## config.mk

```make
export PLATFORM = sky130hd
export DESIGN_NAME = eth_rx_fcs_check_flat
export DESIGN_NICKNAME = d
export VERILOG_FILES = /design/src/rtl/eth_rx_fcs_check_if.sv /design/src/rtl/eth_rx_fcs_check.sv /design/src/flat_wrapper.sv
export SDC_FILE = /design/constraint.sdc
export NUM_CORES = 1
export LEC_CHECK = 0
export ABC_AREA = 0
export BUFFER_PORTS_ARGS = -buffer_cell sky130_fd_sc_hd__buf_2
export CAP_MARGIN = 0
export CORE_MARGIN = 5
export CORE_UTILIZATION = 45
export DETAILED_ROUTE_END_ITERATION = 6
export PLACE_DENSITY_LB_ADDON = 0.25
export SLEW_MARGIN = 5
export SYNTH_ARGS = -nofsm -noshare
export SYNTH_HDL_FRONTEND = slang
export SYNTH_SLANG_ARGS = --single-unit
```

## constraint.sdc

```tcl
create_clock -name clk -period 3.55 [get_ports clk]
set_clock_uncertainty 0.1 [all_clocks]
set_input_delay 0.71 -clock clk [delete_from_list [all_inputs] [get_ports clk]]
set_output_delay 0.71 -clock clk [all_outputs]
set_load 0.05 [all_outputs]
```

## src/rtl/eth_rx_fcs_check_if.sv

```systemverilog
// Receive byte stream in, stripped payload and per-frame FCS/length status out.
// The master side drives the GMII-style receive signals; the slave side is the checker.
interface eth_rx_fcs_check_if;
  logic        rx_dv;
  logic        rx_er;
  logic [7:0]  rx_data;
  logic        out_valid;
  logic [7:0]  out_data;
  logic        out_sof;
  logic        out_eof;
  logic        frame_done;
  logic        fcs_ok;
  logic        frame_ok;
  logic [15:0] frame_len;

  modport master (
    output rx_dv, rx_er, rx_data,
    input  out_valid, out_data, out_sof, out_eof,
    input  frame_done, fcs_ok, frame_ok, frame_len
  );

  modport slave (
    input  rx_dv, rx_er, rx_data,
    output out_valid, out_data, out_sof, out_eof,
    output frame_done, fcs_ok, frame_ok, frame_len
  );
endinterface

```

## src/rtl/eth_rx_fcs_check.sv

```systemverilog
// Ethernet receive FCS checker: strips preamble/SFD, checks CRC32 over DA..FCS,
// forwards payload without the trailing 4 FCS bytes and reports frame status.
module eth_rx_fcs_check #(
  parameter int unsigned MIN_LEN = 64,
  parameter int unsigned MAX_LEN = 1518
) (
  input  logic               clk,
  input  logic               rst_n,
  eth_rx_fcs_check_if.slave  rx_if
);

  typedef enum logic [1:0] {
    S_IDLE,
    S_PREAMBLE,
    S_DATA,
    S_DROP
  } state_t;

  localparam logic [31:0] LP_POLY    = 32'h04C11DB7;
  localparam logic [31:0] LP_RESIDUE = 32'hC704DD7B;
  localparam logic [15:0] LP_MIN     = 16'(MIN_LEN);
  localparam logic [15:0] LP_MAX     = 16'(MAX_LEN);
  localparam logic [7:0]  LP_PRE     = 8'h55;
  localparam logic [7:0]  LP_SFD     = 8'hD5;

  state_t      r_state;
  state_t      w_next;

  logic        w_dv;
  logic        w_er;
  logic [7:0]  w_data;

  logic        w_enter;
  logic        w_take;
  logic        w_end;
  logic        w_full;
  logic        w_emit;
  logic        w_fcs_match;
  logic        w_len_ok;

  logic [31:0] r_crc;
  logic [15:0] r_cnt;
  logic        r_err;
  logic [2:0]  r_occ;
  logic        r_first;
  logic [39:0] r_dl;

  logic        r_out_valid;
  logic [7:0]  r_out_data;
  logic        r_out_sof;
  logic        r_out_eof;
  logic        r_frame_done;
  logic        r_fcs_ok;
  logic        r_frame_ok;
  logic [15:0] r_frame_len;

  assign w_dv   = rx_if.rx_dv;
  assign w_er   = rx_if.rx_er;
  assign w_data = rx_if.rx_data;

  function automatic logic [7:0] f_rev8(input logic [7:0] d);
    logic [7:0] r;
    for (int unsigned i = 0; i < 8; i++) begin
      r[i] = d[3'(7 - i)];
    end
    return r;
  endfunction

  // MSB-first shift register fed with the bit-reversed byte, i.e. line order.
  function automatic logic [31:0] f_crc_byte(input logic [31:0] c, input logic [7:0] b);
    logic [31:0] n;
    logic        fb;
    n = c;
    for (int unsigned i = 0; i < 8; i++) begin
      fb = n[31] ^ b[3'(7 - i)];
      n  = {n[30:0], 1'b0};
      if (fb) begin
        n = n ^ LP_POLY;
      end
    end
    return n;
  endfunction

  always_ff @(posedge clk or negedge rst_n) begin
    if (!rst_n) begin
      r_state <= S_IDLE;
    end else begin
      r_state <= w_next;
    end
  end

  always_comb begin
    w_next = r_state;
    case (r_state)
      S_IDLE: begin
        if (w_dv) begin
          w_next = (w_data == LP_PRE) ? S_PREAMBLE : S_DROP;
        end
      end
      S_PREAMBLE: begin
        if (!w_dv) begin
          w_next = S_IDLE;
        end else if (w_data == LP_SFD) begin
          w_next = S_DATA;
        end else if (w_data != LP_PRE) begin
          w_next = S_DROP;
        end
      end
      S_DATA: begin
        if (!w_dv) begin
          w_next = S_IDLE;
        end
      end
      S_DROP: begin
        if (!w_dv) begin
          w_next = S_IDLE;
        end
      end
      default: w_next = S_IDLE;
    endcase
  end

  always_comb begin
    w_enter     = (r_state == S_PREAMBLE) && w_dv && (w_data == LP_SFD);
    w_take      = (r_state == S_DATA) && w_dv;
    w_end       = (r_state == S_DATA) && !w_dv;
    w_full      = (r_occ == 3'd5);
    w_emit      = (w_take || w_end) && w_full;
    // A frame too short to hold an FCS can never report a good FCS.
    w_fcs_match = w_full && (r_crc == LP_RESIDUE);
    w_len_ok    = (r_cnt >= LP_MIN) && (r_cnt <= LP_MAX);
  end

  always_ff @(posedge clk or negedge rst_n) begin
    if (!rst_n) begin
      r_crc   <= '1;
      r_cnt   <= '0;
      r_err   <= 1'b0;
      r_occ   <= '0;
      r_first <= 1'b0;
      r_dl    <= '0;
    end else begin
      r_crc <= w_take ? f_crc_byte(r_crc, f_rev8(w_data)) : '1;
      if (w_enter) begin
        r_cnt   <= '0;
        r_err   <= 1'b0;
        r_occ   <= '0;
        r_first <= 1'b1;
      end else begin
        if (w_take && (r_cnt != '1)) begin
          r_cnt <= r_cnt + 16'd1;
        end
        if (w_take && w_er) begin
          r_err <= 1'b1;
        end
        if (w_take && !w_full) begin
          r_occ <= r_occ + 3'd1;
        end
        if (w_emit) begin
          r_first <= 1'b0;
        end
      end
      if (w_take) begin
        r_dl <= {r_dl[31:0], w_data};
      end
    end
  end

  always_ff @(posedge clk or negedge rst_n) begin
    if (!rst_n) begin
      r_out_valid  <= 1'b0;
      r_out_data   <= '0;
      r_out_sof    <= 1'b0;
      r_out_eof    <= 1'b0;
      r_frame_done <= 1'b0;
      r_fcs_ok     <= 1'b0;
      r_frame_ok   <= 1'b0;
      r_frame_len  <= '0;
    end else begin
      r_out_valid  <= w_emit;
      r_out_sof    <= w_emit && r_first;
      r_out_eof    <= w_end && w_full;
      r_frame_done <= w_end;
      if (w_emit) begin
        r_out_data <= r_dl[39:32];
      end
      if (w_end) begin
        r_fcs_ok    <= w_fcs_match;
        r_frame_ok  <= w_fcs_match && !r_err && w_len_ok;
        r_frame_len <= r_cnt;
      end
    end
  end

  assign rx_if.out_valid  = r_out_valid;
  assign rx_if.out_data   = r_out_data;
  assign rx_if.out_sof    = r_out_sof;
  assign rx_if.out_eof    = r_out_eof;
  assign rx_if.frame_done = r_frame_done;
  assign rx_if.fcs_ok     = r_fcs_ok;
  assign rx_if.frame_ok   = r_frame_ok;
  assign rx_if.frame_len  = r_frame_len;

endmodule

```

## src/flat_wrapper.sv

```systemverilog
// flat-port wrapper written by rule: the top's interface ports become plain ports
module eth_rx_fcs_check_flat 
#(
  parameter int unsigned MIN_LEN = 64,
  parameter int unsigned MAX_LEN = 1518
)
  (clk, rst_n, rx_if_rx_dv, rx_if_rx_er, rx_if_rx_data, rx_if_out_valid, rx_if_out_data, rx_if_out_sof, rx_if_out_eof, rx_if_frame_done, rx_if_fcs_ok, rx_if_frame_ok, rx_if_frame_len);
  eth_rx_fcs_check_if rx_if_i ();
  input  logic clk;
  input  logic rst_n;
  input wire logic [$bits(rx_if_i.rx_dv)-1:0] rx_if_rx_dv;
  input wire logic [$bits(rx_if_i.rx_er)-1:0] rx_if_rx_er;
  input wire logic [$bits(rx_if_i.rx_data)-1:0] rx_if_rx_data;
  output wire logic [$bits(rx_if_i.out_valid)-1:0] rx_if_out_valid;
  output wire logic [$bits(rx_if_i.out_data)-1:0] rx_if_out_data;
  output wire logic [$bits(rx_if_i.out_sof)-1:0] rx_if_out_sof;
  output wire logic [$bits(rx_if_i.out_eof)-1:0] rx_if_out_eof;
  output wire logic [$bits(rx_if_i.frame_done)-1:0] rx_if_frame_done;
  output wire logic [$bits(rx_if_i.fcs_ok)-1:0] rx_if_fcs_ok;
  output wire logic [$bits(rx_if_i.frame_ok)-1:0] rx_if_frame_ok;
  output wire logic [$bits(rx_if_i.frame_len)-1:0] rx_if_frame_len;
  assign rx_if_i.rx_dv = rx_if_rx_dv;
  assign rx_if_i.rx_er = rx_if_rx_er;
  assign rx_if_i.rx_data = rx_if_rx_data;
  assign rx_if_out_valid = rx_if_i.out_valid;
  assign rx_if_out_data = rx_if_i.out_data;
  assign rx_if_out_sof = rx_if_i.out_sof;
  assign rx_if_out_eof = rx_if_i.out_eof;
  assign rx_if_frame_done = rx_if_i.frame_done;
  assign rx_if_fcs_ok = rx_if_i.fcs_ok;
  assign rx_if_frame_ok = rx_if_i.frame_ok;
  assign rx_if_frame_len = rx_if_i.frame_len;
  eth_rx_fcs_check #(.MIN_LEN(MIN_LEN), .MAX_LEN(MAX_LEN)) u_core (.clk(clk), .rst_n(rst_n), .rx_if(rx_if_i));
endmodule
```

Yosys cells after proc, flatten, opt, wreduce, memory -nomap -nowiden:

Index checks and enable logic that the tools add are counted.

* add/sub/neg operators: 2
* $lt $le $gt $ge: 2
* equal/unequal tests: 12
* multiplexer cells: 24
* bitwise operators: 16
* reduce and logical (&&, ||, !) cells: 25

Operator list (number)
* 27-bit two-way mux: 8
* 14-bit inverter: 8
* 32-bit == test (second input constant): 1
* 16-bit two-way mux: 2
* 32-bit two-way mux: 1
* 16-bit by 1-bit adder with 16-bit output (second input constant): 1
* 16-bit by 7-bit greater-or-equal comparator with 1-bit output (second input constant): 1
* 16-bit by 11-bit <= comparator with 1-bit output (second input constant): 1
* 16-bit != test (second input constant): 1
* 1-bit logical AND: 14
* 2-bit two-way mux: 6
* 8-bit by 7-bit == test with 1-bit output (second input constant): 1
* 8-bit == test (second input constant): 1
* 8-bit by 7-bit != test with 1-bit output (second input constant): 1
* 2-bit nonzero test: 4
* 1-bit bitwise XOR: 8
* 3-bit two-way mux: 2
* 2-bit case mux with 3 select lines: 1
* 2-bit == test (second input constant): 2
* 1-bit two-way mux: 4
* 2-bit != test (second input constant): 2
* 4-bit by 3-bit != test with 1-bit output (second input constant): 1
* 3-bit by 1-bit adder with 3-bit output (second input constant): 1
* 3-bit == test (second input constant): 1
* 6 further kinds: 8

* register bits after elaboration: 125
* bits of input ports: 12
* output and inout port bits: 30
* word-level logic and storage cells: 96

Longest topological paths before layout:

* depth in word-level cells: 17
* gate-level depth with buffers: 7
* mapped depth without buffers: 6

Least setup slack after synthesis:

OpenSTA, ideal clock, no wires.

* path kind: input to register
* from: input rx_if_rx_dv
* to: register u_core.r_cnt[9]
* library setup time: 0.078 ns
* arrival: 2.220 ns
* data required time: 3.372 ns
* path slack: 1.152 ns
* stages: 6
* path buffers: 2
* cells stage by stage: buf_2 nand3b_1 or4_1 clkbuf_1 or3_1 a21oi_1

* cells in the longest elaborated chain, start to end: 3
* elaborated cells between the ends (all ways): 6
* those cells by class: 1 x mux; 5 x reduce/logical

Ends and longest elaborated chain
* start, declared: RTL line flat_wrapper.sv:11 `input wire logic [$bits(rx_if_i.rx_dv)-1:0] rx_if_rx_dv;`
* 1-bit logical AND, on equally long branches: RTL line eth_rx_fcs_check.sv:124, eth_rx_fcs_check.sv:125
* 1-bit logical AND, on equally long branches: RTL line eth_rx_fcs_check.sv:124, eth_rx_fcs_check.sv:150
* 16-bit two-way mux or 2-bit nonzero test (tied branches)
* end signal, assigned: RTL line eth_rx_fcs_check.sv:151 `r_cnt <= r_cnt + 16'd1;`
* end, declared: RTL line eth_rx_fcs_check.sv:42 `logic [15:0] r_cnt;`

Parallel ways exist; a longest one is shown, timed or not.
A chain may end at the register's enable or synchronous reset.

Final worst setup path:

* from: register u_core.r_state[1]
* to: register u_core.r_cnt[7]

* cells in the longest elaborated chain, start to end: 4
* elaborated cells between the ends (all ways): 8
* those cells by class: 2 x eq/ne; 1 x mux; 5 x reduce/logical

Ends and longest elaborated chain
* start, declared: RTL line eth_rx_fcs_check.sv:26 `state_t r_state;`
* start signal, assigned: RTL line eth_rx_fcs_check.sv:88 `r_state <= w_next;`
* 2-bit by 1-bit == test with 1-bit output or 2-bit == test (tied branches): RTL line eth_rx_fcs_check.sv:124, eth_rx_fcs_check.sv:125
* 1-bit logical AND, on equally long branches: RTL line eth_rx_fcs_check.sv:124, eth_rx_fcs_check.sv:125
* 1-bit logical AND, on equally long branches: RTL line eth_rx_fcs_check.sv:124, eth_rx_fcs_check.sv:150
* 16-bit two-way mux or 2-bit nonzero test (tied branches)

Parallel ways exist; a longest one is shown, timed or not.

==> run_results.csv <==
group,metric,value,unit
status,status,"finished clean",
layout,syn2layout_area_growth,17.3,%
global_routing,gr-total-overflow,0,
clock_tree,hold_buffers,0,
timing,min_period_over_period,0.709,
yosys,synth_seq_cells,125,
yosys,syn_inst,545,
critical_path,critPathArrivalTime,2.71,ns
clock_tree,numCtsBuffers,17,
timing,setup-violations-final,0,
route,antenna_left,0,
die,top_level_ports,42,
yosys,synthAdderAreaFrac,0.00883,
timing,finalSetupTns,0,ns
timing,rsz0062_at_grt,"false",
yosys,synth_top_family_by_area,"simple AND/OR/NAND/NOR gates",
layout,nets,606,
route,routed_wl,11200,microns
clock_tree,post_cts_buffers,0,
yosys,syn_area_per_cell,10.4,sq um
yosys,synth_area_leader_cell,"dfrtp_1",
critical_path,rr_endpoint,"u_core.r_cnt[7]$_DFFE_PN0P_",
critical_path,cp_slowest_stage_delay,0.65,ns
die,die_h,122,microns
route,firstDrtPassIters,4,
route,wl_met3,472,microns
place,postPlaceCellArea,6070,sq um
critical_path,crit_slowest_cell,"and4_1",
critical_path,crit_buf_inv,0,
yosys,synth_edf_count,0,
route,highest_layer,"met4",
place,dp_hpwl,7720,microns
timing,finalMaxSlewViolations,0,
yosys,ys_types,45,
clock_tree,cts.sinks,125,
layout,final_util,0.533,
critical_path,path_cells,"nand2b_1 > nor4_1 > and4_1 > nor2_1 > a31o_2",
critical_path,worst_setup_path_start_kind,"flip-flop",
critical_path,crit_fanout,16,
pwr,p_leak,3.17,nW
route,routedWlPerCell,14.5,microns
layout,post-route-cell-area,6650,sq um
critical_path,r2r-start,"u_core.r_state[1]$_DFFE_PN0P_",
layout,multi_input_area,2390,sq um
clock_tree,cts-root-buf,"clkbuf_16",
timing,hold_ws,0.268,ns
yosys,synthTopCellsByCount,"185 x nand2_1, 93 x dfrtp_1, 51 x xnor2_1",
global_routing,grt_usage,0.166,
timing,worst_pin_slew,0.762,ns
critical_path,rr_worst_depth,5,
global_routing,grt_pass1_wl,19300,microns
clock_tree,path_clk_slew,0.05,ns
timing,slew_headroom,0.487,
yosys,syn-num-nets,561,
route,wl_met1,5150,microns
clock_tree,cts_tree,"yes",
yosys,yosys.area.top_type_share,0.411,
layout,fillers,1146,
yosys,yosys_warnings,0,
yosys,synth_simple_gate_area_frac,0.205,
clock_tree,cts.htree.levels,4,
job,drv_cap,0,
layout,seq_area,3170,sq um
yosys,synthesis.area,5670,sq um
timing,fmax,397,MHz
layout,n_antenna_cell,0,
clock_tree,clockBufferDepth,2,
die,fp.dieArea,14900,sq um
route,route.met2.wl,5510,microns
place,port_buffers,41,
worst_hold_path,hp-class,"in2async",
critical_path,crit_type,"reg2reg",
route,viasPerCell,4.84,
global_routing,antenna_found_initial,0,
global_routing,grt_max_degree,60,
place,gp_congestion,0.850,
place,place_ws,0.795,ns
die,core,12500,sq um
pwr,irDropWorstVdd,0.385,mV
yosys,yosysMostFrequentCell,"nand2_1",
pwr,powerDensity,754,nW/um^2
clock_tree,clock_latency,0.41,ns
layout,drive_above_1_share,0.221,
global_routing,grt_pass1_vias,3919,
route,drcViolationCount,0,
critical_path,required,3.74,ns
yosys,synth_compound_area_frac,0.0302,
critical_path,end_kind,"flip-flop",
yosys,synthTopCellsByArea,"dfrtp_1 41%, dfstp_2 15%, nand2_1 12%",
die,rows,41,
die,initial_core_util,0.455,
yosys,yosysSeqAreaShare,0.559,
critical_path,rrSetupSlack,1.03,ns
clock_tree,cts_resized,0,
yosys,synthMuxAreaShare,0.0294,
yosys,ys.flop_type,"dfrtp_1",
route,dr_total_vias,3754,
yosys,synthXorXnorAreaFrac,0.148,
timing,finalHoldViolCount,0,
die,die_width,122,microns
route,dr.first_iter.drc_count,206,
timing,timing.final.ws_setup,1.03,ns
yosys,synthArstFlopShare,1.00,
critical_path,critical-path-top-delay-family,"simple AND/OR/NAND/NOR gates",
timing,min_period,2.52,ns
registers in the layout, summed over array words and instances (netlist names):
name / flops
u_core.r_dl: 40
u_core.r_crc: 32
u_core.r_cnt: 16
u_core.rx_if.frame_len: 16
u_core.rx_if.out_data: 8
u_core.r_occ: 3
u_core.r_state: 2
u_core.r_err: 1
u_core.r_first: 1
u_core.rx_if.fcs_ok: 1
u_core.rx_if.frame_done: 1
u_core.rx_if.frame_ok: 1
u_core.rx_if.out_eof: 1
u_core.rx_if.out_sof: 1
u_core.rx_if.out_valid: 1
layer usage:
layer / global-route usage / up-vias
met5: 0 / -
met4: 0.0525 / 0
met3: 0.0475 / 6
met2: 0.262 / 58
met1: 0.221 / 1827
li1: - / 1863
worst max path at each step:
stage	start	endpoint	cells after the start
after floorplan	rx_if_rx_dv	u_core.r_cnt[9]$_DFFE_PN0P_	6
after global placement	rx_if_rx_data[5]	u_core.r_cnt[7]$_DFFE_PN0P_	6
after detailed placement	rx_if_rx_data[5]	u_core.r_cnt[7]$_DFFE_PN0P_	6
after CTS	u_core.r_state[1]$_DFFE_PN0P_	u_core.r_cnt[7]$_DFFE_PN0P_	5
after global routing	u_core.r_state[1]$_DFFE_PN0P_	u_core.r_cnt[7]$_DFFE_PN0P_	5
final	u_core.r_state[1]$_DFFE_PN0P_	u_core.r_cnt[7]$_DFFE_PN0P_	5
cell type report:
class                   instances  share of cell area
repair buffers                 47              0.0399
multi-input cells             391               0.360
inverters                       8             0.00452
clock buffers                  21              0.0693
flip-flops and latches        125               0.476
well taps                     172              0.0324
clock inverters                11              0.0177
placed cells by master, fill, tap and decap left out, types with 3 or more instances in the layout:
| cell type | netlist | layout |
|---|---|---|
| clkbuf_16 | 0 | 17 |
| nor4_1 | 6 | 6 |
| a211oi_1 | 4 | 4 |
| dfrtp_1 | 93 | 93 |
| nand2_1 | 185 | 185 |
| xnor2_4 | 3 | 3 |
| nand2b_1 | 7 | 7 |
| buf_4 | 0 | 6 |
| nand3_1 | 4 | 4 |
| o21ai_0 | 8 | 8 |
| inv_1 | 7 | 7 |
| ha_1 | 4 | 4 |
| and3_1 | 3 | 3 |
| dfstp_2 | 32 | 32 |
| buf_2 | 1 | 40 |
| nand4_1 | 7 | 7 |
| nor3_1 | 9 | 9 |
| xnor2_1 | 51 | 51 |
| nor2_1 | 23 | 23 |
| mux2_2 | 13 | 13 |
| clkinv_2 | 0 | 5 |
| a21oi_1 | 9 | 9 |
| xor2_1 | 18 | 18 |
| nand4b_1 | 7 | 7 |
where the power goes:
| part | internal, W | switching [W] |
|---|---|---|
| logic | 0.000566 | 0.000818 |
| clock network | 0.00106 | 0.000602 |
| registers | 0.00175 | 0.000207 |
per-stage QoR:
| stage | power, W | cells |
|---|---|---|
| after detailed placement | 0.00338 | 743 |
| after CTS | 0.00506 | 775 |
| after global routing | 0.00529 | 775 |
| final | 0.00501 | 775 |
| after global placement | 0.00335 | 743 |
| after floorplan | 0.00304 | 545 |
kinds of logic (layout without fill, tap and decap cells):
group	after synthesis	after routing
multiplexers	15	15
AO/OA/AOI/OAI	28	28
flip-flops	125	125
buffers and inverters	29	87
adder cells (fa/ha/maj)	4	4
XOR/XNOR	79	79
AND/OR/NAND/NOR	265	265
(Power assumes the default switching activity.)
